File: src/rtl/cnn_ofmap_reader.sv
// Captures one flattened CNN output fmap and streams it element by element over a valid/ready port.
// Optional build macro CNN_OFMAP_RELU_EN applies ReLU to each streamed element.
module cnn_ofmap_relu #(
  parameter int DATA_LEN = 8
) (
  input  logic [DATA_LEN-1:0] din,
  output logic [DATA_LEN-1:0] dout
);
`ifdef CNN_OFMAP_RELU_EN
  assign dout = din[DATA_LEN-1] ? '0 : din;
`else
  assign dout = din;
`endif
endmodule

module cnn_ofmap_reader #(
  parameter int DATA_LEN  = 8,
  parameter int NUM_WORDS = 36,
  localparam int IW = (NUM_WORDS > 2) ? $clog2(NUM_WORDS) : 1
) (
  input  logic                          clk,
  input  logic                          reset_n,
  input  logic                          i_soft_reset,
  input  logic                          i_in_valid,
  input  logic [NUM_WORDS*DATA_LEN-1:0] i_in_fmap,
  input  logic                          i_ot_ready,
  output logic                          o_ot_valid,
  output logic [DATA_LEN-1:0]           o_ot_data,
  output logic [IW-1:0]                 o_ot_idx,
  output logic                          o_ot_last,
  output logic                          o_busy,
  output logic                          o_drop
);
  typedef enum logic {IDLE = 1'b0, STREAM = 1'b1} state_t;

  localparam logic [IW-1:0] LAST = IW'(NUM_WORDS - 1);

  state_t                        state_q, state_d;
  logic [IW-1:0]                 idx_q, idx_d;
  logic [NUM_WORDS*DATA_LEN-1:0] frame_q;
  logic                          drop_q, drop_d;
  logic                          cap, hs, is_last;
  logic [DATA_LEN-1:0]           elem_raw;

  assign hs      = (state_q == STREAM) && i_ot_ready;
  assign is_last = (idx_q == LAST);

  always_ff @(posedge clk or negedge reset_n) begin
    if (!reset_n) begin
      state_q <= IDLE;
      idx_q   <= '0;
      frame_q <= '0;
      drop_q  <= 1'b0;
    end else begin
      state_q <= state_d;
      idx_q   <= idx_d;
      drop_q  <= drop_d;
      if (i_soft_reset)
        frame_q <= '0;
      else if (cap)
        frame_q <= i_in_fmap;
    end
  end

  always_comb begin
    state_d = state_q;
    idx_d   = idx_q;
    cap     = 1'b0;
    drop_d  = 1'b0;
    if (i_soft_reset) begin
      state_d = IDLE;
      idx_d   = '0;
    end else begin
      case (state_q)
        IDLE: begin
          if (i_in_valid) begin
            cap     = 1'b1;
            state_d = STREAM;
            idx_d   = '0;
          end
        end
        STREAM: begin
          if (hs && is_last) begin
            // Final handshake frees the frame register, so a coincident pulse is accepted.
            idx_d   = '0;
            state_d = i_in_valid ? STREAM : IDLE;
            cap     = i_in_valid;
          end else begin
            if (hs) idx_d = idx_q + 1'b1;
            drop_d = i_in_valid;
          end
        end
        default: begin
          state_d = IDLE;
          idx_d   = '0;
        end
      endcase
    end
  end

  assign elem_raw = frame_q[idx_q*DATA_LEN +: DATA_LEN];

  cnn_ofmap_relu #(.DATA_LEN(DATA_LEN)) u_act (
    .din  (elem_raw),
    .dout (o_ot_data)
  );

  assign o_ot_valid = (state_q == STREAM);
  assign o_busy     = (state_q == STREAM);
  assign o_ot_idx   = idx_q;
  assign o_ot_last  = o_ot_valid && is_last;
  assign o_drop     = drop_q;
endmodule

File: config.mk
export PLATFORM = sky130hd
export DESIGN_NAME = cnn_ofmap_reader
export DESIGN_NICKNAME = d
export VERILOG_FILES = /design/src/rtl/cnn_ofmap_reader.sv
export SDC_FILE = /design/constraint.sdc
export NUM_CORES = 1
export LEC_CHECK = 0
export ABC_CLOCK_PERIOD_IN_PS = 3200
export CORE_MARGIN = 2
export CORE_UTILIZATION = 50
export CTS_CLUSTER_SIZE = 24
export DETAILED_ROUTE_END_ITERATION = 10
export GPL_TIMING_DRIVEN = 0
export PLACE_DENSITY = 0.78
export SLEW_MARGIN = 20
export SYNTH_ARGS = -nofsm -noshare
export SYNTH_HDL_FRONTEND = slang
export SYNTH_SLANG_ARGS = --single-unit
File: constraint.sdc
create_clock -name clk -period 3.2 [get_ports clk]
set_clock_uncertainty 0.1 [all_clocks]
set_input_delay 0.96 -clock clk [delete_from_list [all_inputs] [get_ports clk]]
set_output_delay 0.96 -clock clk [all_outputs]
set_load 0.01 [all_outputs]
## After elaboration in Yosys (flattened, before gate mapping)

Index checks and enable logic that the tools add are counted.

- Flip-flop bits (word level): 296
- Input bits: 293
- Output and inout port bits: 18
- Word-level logic and storage cells: 32

- $add $sub $neg: 1
- Equal/unequal tests: 3
- Shift-type cells: 1
- Muxes and demuxes: 17
- Bitwise operators: 1
- Reductions and logical operators: 5

Operator list:

| kind | number |
|---|---|
| $mux W288 | 2 |
| $shiftx A288 B10 Y8 | 1 |
| $mux W6 | 4 |
| $pmux W6 S2 | 1 |
| $mux W1 | 8 |
| $add A6 B1 Y6 const B | 1 |
| $eq A6 B6 Y1 const B | 1 |
| $ne A4 B2 Y1 const B | 1 |
| $pmux W1 S2 | 2 |
| $logic_and A1 B1 Y1 | 3 |
| $ne A3 B3 Y1 const B | 1 |
| $reduce_and A2 Y1 | 1 |
| $reduce_bool A2 Y1 | 1 |
| $not A1 Y1 | 1 |

## Logic depth before layout (Yosys ltp)

- Depth in word-level cells: 7
- Depth in mapped cells: 9

## Hierarchy

From an unflattened synthesis, not the netlist that was laid out.

- Cells, all modules: 882
- Area total of the unflattened synthesis: 12,913.6 um2

By module, submodules not included:

| module | times used | cells an instance | area each (um2) |
|---|---|---|---|
| cnn_ofmap_reader | 1 | 874 | 12,853.6 |
| cnn_ofmap_relu | 1 | 8 | 60.1 |

## Worst setup path before layout

No wires, ideal clock.

- Path type: register -> output
- From: register idx_q[0] (netlist: o_ot_idx[0])
- To: output port o_ot_data[4]
- Arrival time: 2,121 ps
- Data required time: 2,140 ps
- Path slack: 19 ps
- Cell stages (with the launch flop): 8
- Path buffers: 4
- Cells stage by stage: dfrtp_1 -> buf_4 -> buf_6 -> buf_4 -> buf_4 -> mux4_2 -> a222oi_1 -> o21ai_0

- Cells in the longest elaborated chain, start to end: 1

RTL lines:

| item | RTL line | text |
|---|---|---|
| start, declared | 39 | `logic [IW-1:0] idx_q, idx_d;` |
| start signal, assigned | 56 | `idx_q <= idx_d;` |
| $shiftx A288 B10 Y8 | 101 | `assign elem_raw = frame_q[idx_q*DATA_LEN +: DATA_LEN];` |
| end, declared | 28 | `output logic [DATA_LEN-1:0] o_ot_data,` |

Every way passes these cells.

## Worst setup path in the final report

- From: register idx_q[0] (netlist: o_ot_idx[0])
- To: output port o_ot_data[1]

Same word-level chain as after synthesis.

==> out/qor.txt <==
leakage: 7.995 nW
# rows: 58
Synth area leaders: dfrtp_1 58%, a22o_1 20%, mux4_2 13%, clkbuf_1 1.2%, buf_2 1.1%
clk slew on worst S/H paths: 60 ps
RSZ-0062 raised after global routing: true
pre-CTS setup slack: -1264 ps
Area growth syn-to-layout: 40.20%
CP Data Arrival Time: 2780 ps
Slowest-stage cell, CP: mux4_2
Setup CP Type: flip-flop to output pin
status: finished, violations left
H-tree depth: 1
Final Cycle Share: 1.199
Worst Setup Slack, final: -635.2 ps
worst slew pin tran: 814.4 ps
Gate power share: 0.145
Clock Root Buffer: clkbuf_16
delay-heaviest family, CP: multiplexers
CP Capture Type: output pin
detailed placement HPWL: 30840 um
first-pass GRT wire length: 64490 um
vias in the first global route: 10720
port buffer count: 309
Post-DRT Antenna Nets: 0
Yosys reg bits: 296
Core Util, Final: 0.7141
Synth top area share: 0.5776
R2R Setup Slk: 150 ps
cell mode on critical path: mux4_2
CP Cell Sequence: buf_8 -> buf_12 -> buf_16 -> mux4_2 -> mux4_2 -> nor2b_1 -> a21oi_1 -> buf_4
register share of total power: 0.464
largest area contributor in the netlist: dfrtp_1
Starting Density: 0.5093
post-synthesis sequential area ratio: 0.5776
area of the die: 26950 sq um
max_cap viols: 0
Clock power frac: 0.392
Sw Share: 0.2426
Tot GR Track Use: 0.3234
Worst-Skew Late Latency: 560 ps
DRC Markers: 0
CP Data Required Time: 2140 ps
setup_tns: -4623 ps
DRT Pass-1 Iters: 5
Hold-fix buffers, CTS: 0
via/cell ratio: 6.433
Internal: 6.683 mW
detailed router's first-iteration violation count: 1071
Max FO, Critical Path: 5
Syn. warnings: 0
worst relative slew slack: 0.4560
hold_ws: 261.3 ps
Syn Area/Cell: 14.62 sq um
Achievable Freq: 260.7 MHz
count of pins over their slew limit: 0
Setup violations, final: 8
largest net degree at the start of global routing: 88
VDD IR max: 0.3918 mV
number of buffers created by CTS: 31
clock sinks: 296
routed wire length: 43310 um
layout cells sized above 1: 0.1916
GRT overflow: 0
failing checks: setup timing
ys async rst share: 1.000
Mapped Cells: 877
predominant post-synthesis flop cell: dfrtp_1
Post-synth EDFFs: 0
initial antenna violation count: 3
wire per inst: 27.03 um
final hold violation count: 0
Post-Syn Area: 12820 sq um
Final nets: 1540
Top-Level Pins: 311
Startpoint Class: flip-flop
PwrDens: 490.7 nW/um^2
CTS tree: done
maximum clock insertion buffer count: 3
Critical Path Max Stage Delay: 560 ps
core box area: 25180 sq um
Worst Path Buf+Inv: 4
post-synth net total: 1171
Die Y: 164.2 um
Synth cell types: 37
Horiz. Die Dim: 164.2 um
Placer Congestion: 0.9317
sw power: 2.141 mW
min-delay worst type: input port to async pin
routed vias: 10310
Tmin final: 3835 ps
area by class of cell:
type | count | area [sq um]
sequential | 296 | 7408
clock buffer | 52 | 954.7
timing repair buffer | 337 | 3470
tap | 330 | 412.9
fill | 1680 | 7201
multi-input combinational | 488 | 5069
antenna | 4 | 10.01
buffer | 88 | 626.9
clock inverter | 3 | 15.01
inverter | 4 | 15.01
through the flow:
| stage | total power [mW] | cells | area [sq um] |
|---|---|---|---|
| 2_1_floorplan | 4.605 | 877 | 12820 |
| 3_3_place_gp | 5.290 | 1516 | 16330 |
| 3_5_place_dp | 5.326 | 1519 | 16420 |
| 4_1_cts | 8.822 | 1592 | 17880 |
| 5_1_grt | 9.102 | 1601 | 17980 |
| 6_report | 8.824 | 1602 | 17980 |
per-layer routing:
metal  track usage  share of wire  vias up
li1              -              -     4276
met1        0.4564           0.41     5343
met2        0.4874           0.46      581
met3       0.07197          0.088      105
met4        0.1392          0.048        0
met5             0              0        -
registers in the layout, indices dropped and copies added, names as in the netlist:
register and flops:
o_busy 1, o_ot_idx 6, frame_q 288, o_drop 1
power groups by stage:
stage | clock network [mW] | logic [mW] | registers, mW
2_1_floorplan | 0 | 0.508 | 4.10
3_3_place_gp | 0 | 1.15 | 4.14
3_5_place_dp | 0 | 1.18 | 4.14
4_1_cts | 3.48 | 1.26 | 4.08
5_1_grt | 3.64 | 1.35 | 4.11
6_report | 3.46 | 1.28 | 4.09
final timing paths:
| path | from | end | cells past startpoint |
|---|---|---|---|
| min in group clk | frame_q[54] | frame_q[54] | 1 |
| setup / recovery | o_ot_idx[0] | o_ot_data[1] | 8 |
| max in group asynchronous | reset_n | frame_q[39] | 3 |
| hold reg to reg | frame_q[54] | frame_q[54] | 1 |
| setup reg to reg | o_ot_idx[0] | frame_q[160] | 9 |
| hold / removal | reset_n | frame_q[167] | 1 |
cells in the mapped netlist (2+ instances only):
| cell | number |
|---|---|
| o21ai_0 | 13 |
| o31ai_1 | 2 |
| nand2b_1 | 3 |
| a22oi_1 | 4 |
| nor2b_1 | 7 |
| mux2_2 | 10 |
| mux2i_1 | 6 |
| nor3_1 | 3 |
| inv_1 | 3 |
| and3_1 | 2 |
| o221ai_1 | 2 |
| clkbuf_1 | 42 |
| a211o_1 | 6 |
| o22ai_1 | 10 |
| nand2_1 | 22 |
| buf_4 | 17 |
| a22o_1 | 288 |
| a21oi_1 | 12 |
| nand3_1 | 3 |
| buf_2 | 28 |
| o211ai_1 | 3 |
| dfrtp_1 | 296 |
| mux4_2 | 72 |
| nor2_1 | 10 |
repair_timing:
action | 4_1_cts | 5_1_grt
endpoints found under the hold margin | 0 | 0
cloned | 5 | 0
endpoints found under the setup margin | 9 | 85
resized for setup | 112 | 25
pin swaps | 2 | 10
setup buffers | 13 | 8
worst register-to-register path, cell delays in order, from the launching register on:
cell and delay (ps):
dfrtp_1 400, buf_4 140, buf_4 130, ha_1 260, nand3_1 170, nand2_1 140
a21oi_4 410, clkbuf_1 440, clkbuf_1 530, a22o_1 260
cell usage in the layout, fill, tap and decap left out, types with 6 or more instances in the layout:
cell type        netlist  final
buf_4                 17     31
buf_16                 0     10
o21ai_1                0      6
mux4_2                72     72
o22ai_2                0      8
mux2_2                10     10
nand2_1               22     21
nor2_1                10     10
a21oi_1               12     11
a22o_1               288    288
buf_12                 0      6
clkbuf_1              42     45
clkbuf_16              0     32
o21ai_0               13      7
dfrtp_1              296    295
a211o_1                6      6
buf_2                 28     25
clkdlybuf4s50_1        0    299
buf_6                  1      8
clkbuf_8               0     12
cells by family after synthesis:
kind of cell | count (synthesis) | share of synthesized area
mux | 88 | 0.1399
fa+ha+maj | 1 | 0.0009755
simple gates | 55 | 0.02088
buf+inv | 93 | 0.03551
flops | 296 | 0.5776
compound gates | 344 | 0.2252
(Power assumes the default switching activity.)
==> variant (same flow settings) <==
Build with the macro `CNN_OFMAP_RELU_EN` defined.
--- a/src/rtl/cnn_ofmap_reader.sv
+++ b/src/rtl/cnn_ofmap_reader.sv
@@ -2,2 +2,4 @@
 // Optional build macro CNN_OFMAP_RELU_EN applies ReLU to each streamed element.
+`define CNN_OFMAP_RELU_EN
+
 module cnn_ofmap_relu #(
Check against the original RTL: not equivalent (a bounded check fails within 4 cycles, from zero or initial values and one cycle with reset_n low).
==> variant against the unedited design <==
The flow still finishes with violations (negative setup slack); cell count increased by 0.75%; area after synthesis increased by 1.4%; first-iteration DRC count fell by 6.3%; sequential share of layout area increased by 0.085 points; power fell by 0.76%; sequential cell count stayed put; routed wire length decreased by 4.0%; setup slack got worse by 150 ps; core utilization decreased by 1.7 points; design area down 0.19%; critical endpoint is now o_ot_data[5].
==> variant: results (changes against the unedited design) <==
- Number of non-clock inverters: 5 (+1)
- Fraction of final layout cells with drive strength greater than 1: 20.0% (+0.88 points)
- Post-synthesis net count: 1195 (+2.0%)
- Result of the run: complete, but fails checks
- Mapped Cells: 901 (+2.7%)
- Number of inserted diodes: 2 (-2)
- Total power draw: 0.00876 W (-0.76%)
- Setup WS post-layout: -781 ps (-146 ps)
- Worst voltage drop across the vdd grid: 0.377 mV (-3.7%)
- Average routed wire per standard cell: 25.8 um (-4.7%)
- Worst hold margin: 215 ps (-45.9 ps)
- Number of vias per cell after detailed routing: 6.27 (-2.5%)
- Top cells by area, synth: sky130_fd_sc_hd__dfrtp_1 (57%), sky130_fd_sc_hd__a22o_1 (19%), sky130_fd_sc_hd__mux4_2 (11%), sky130_fd_sc_hd__buf_2 (1.5%), sky130_fd_sc_hd__mux2_2 (1.4%)
- Count of fill cells added during filler insertion: 1822 (+8.5%)
- Global placer's final weighted congestion: 0.895 (-4.0%)
- Combined global-route utilization of all metal layers: 31.1% (-1.2 points)
- Complex-gate fraction of the synthesized area: 22.2% (-0.36 points)
- Clock network share of area: 5.36% (-0.032 points)
- Resized Gates After CTS: 98 (-13%)
- HPWL after DPL: 30.2 mm (-2.0%)
- Total setup buffers inserted after CTS: 11 (-2)
- Finish-stage setup viols: 7 (-1)
- Fraction of area in registers: 41.3% (+0.085 points)
- Failing checks: negative setup slack
- Area share of fa/ha/maj cells after synthesis: 0.0962% (-0.0014 points)
- Multi-input gate share of total cell area: 28.9% (+0.74 points)
- Internal reg-to-reg setup slack: 330 ps (+180 ps)
- Total of clock buffers placed in the layout: 42 (-19%)
- Number of distinct library cells after synthesis: 44 (+19%)
-- variant: cell types whose count changed after synthesis, sizes merged, moves of 4 or more --
| cell | delta |
|---|---|
| o21ai | -4 |
| nor2 | -5 |
| mux4 | -6 |
| nand3 | +11 |
| a211o | -6 |
| o221ai | +4 |
| o22ai | -4 |
| clkbuf | -16 |
| a31oi | +7 |
| mux2 | +7 |
| buf | +21 |
| nor2b | -5 |
| nand2 | +15 |
-- variant: routing by layer --
metal / GRT usage [%] / share of wire (%)
met1: 44.7 / 41
met2: 49.2 / 47
met3: 5.62 / 8.6
met4: 9.21 / 2.7
met5: 0 / 0
-- variant: per-stage QoR --
step / TNS [ps] / cell area [sq um] / worst slack, ps
2_1_floorplan: 0 / 13000 / 108
3_5_place_dp: -11290 / 16600 / -1180
5_1_grt: -5840 / 17900 / -860
3_3_place_gp: -3356090 / 16500 / -11330
4_1_cts: -5140 / 17900 / -779
6_report: -5280 / 17900 / -781
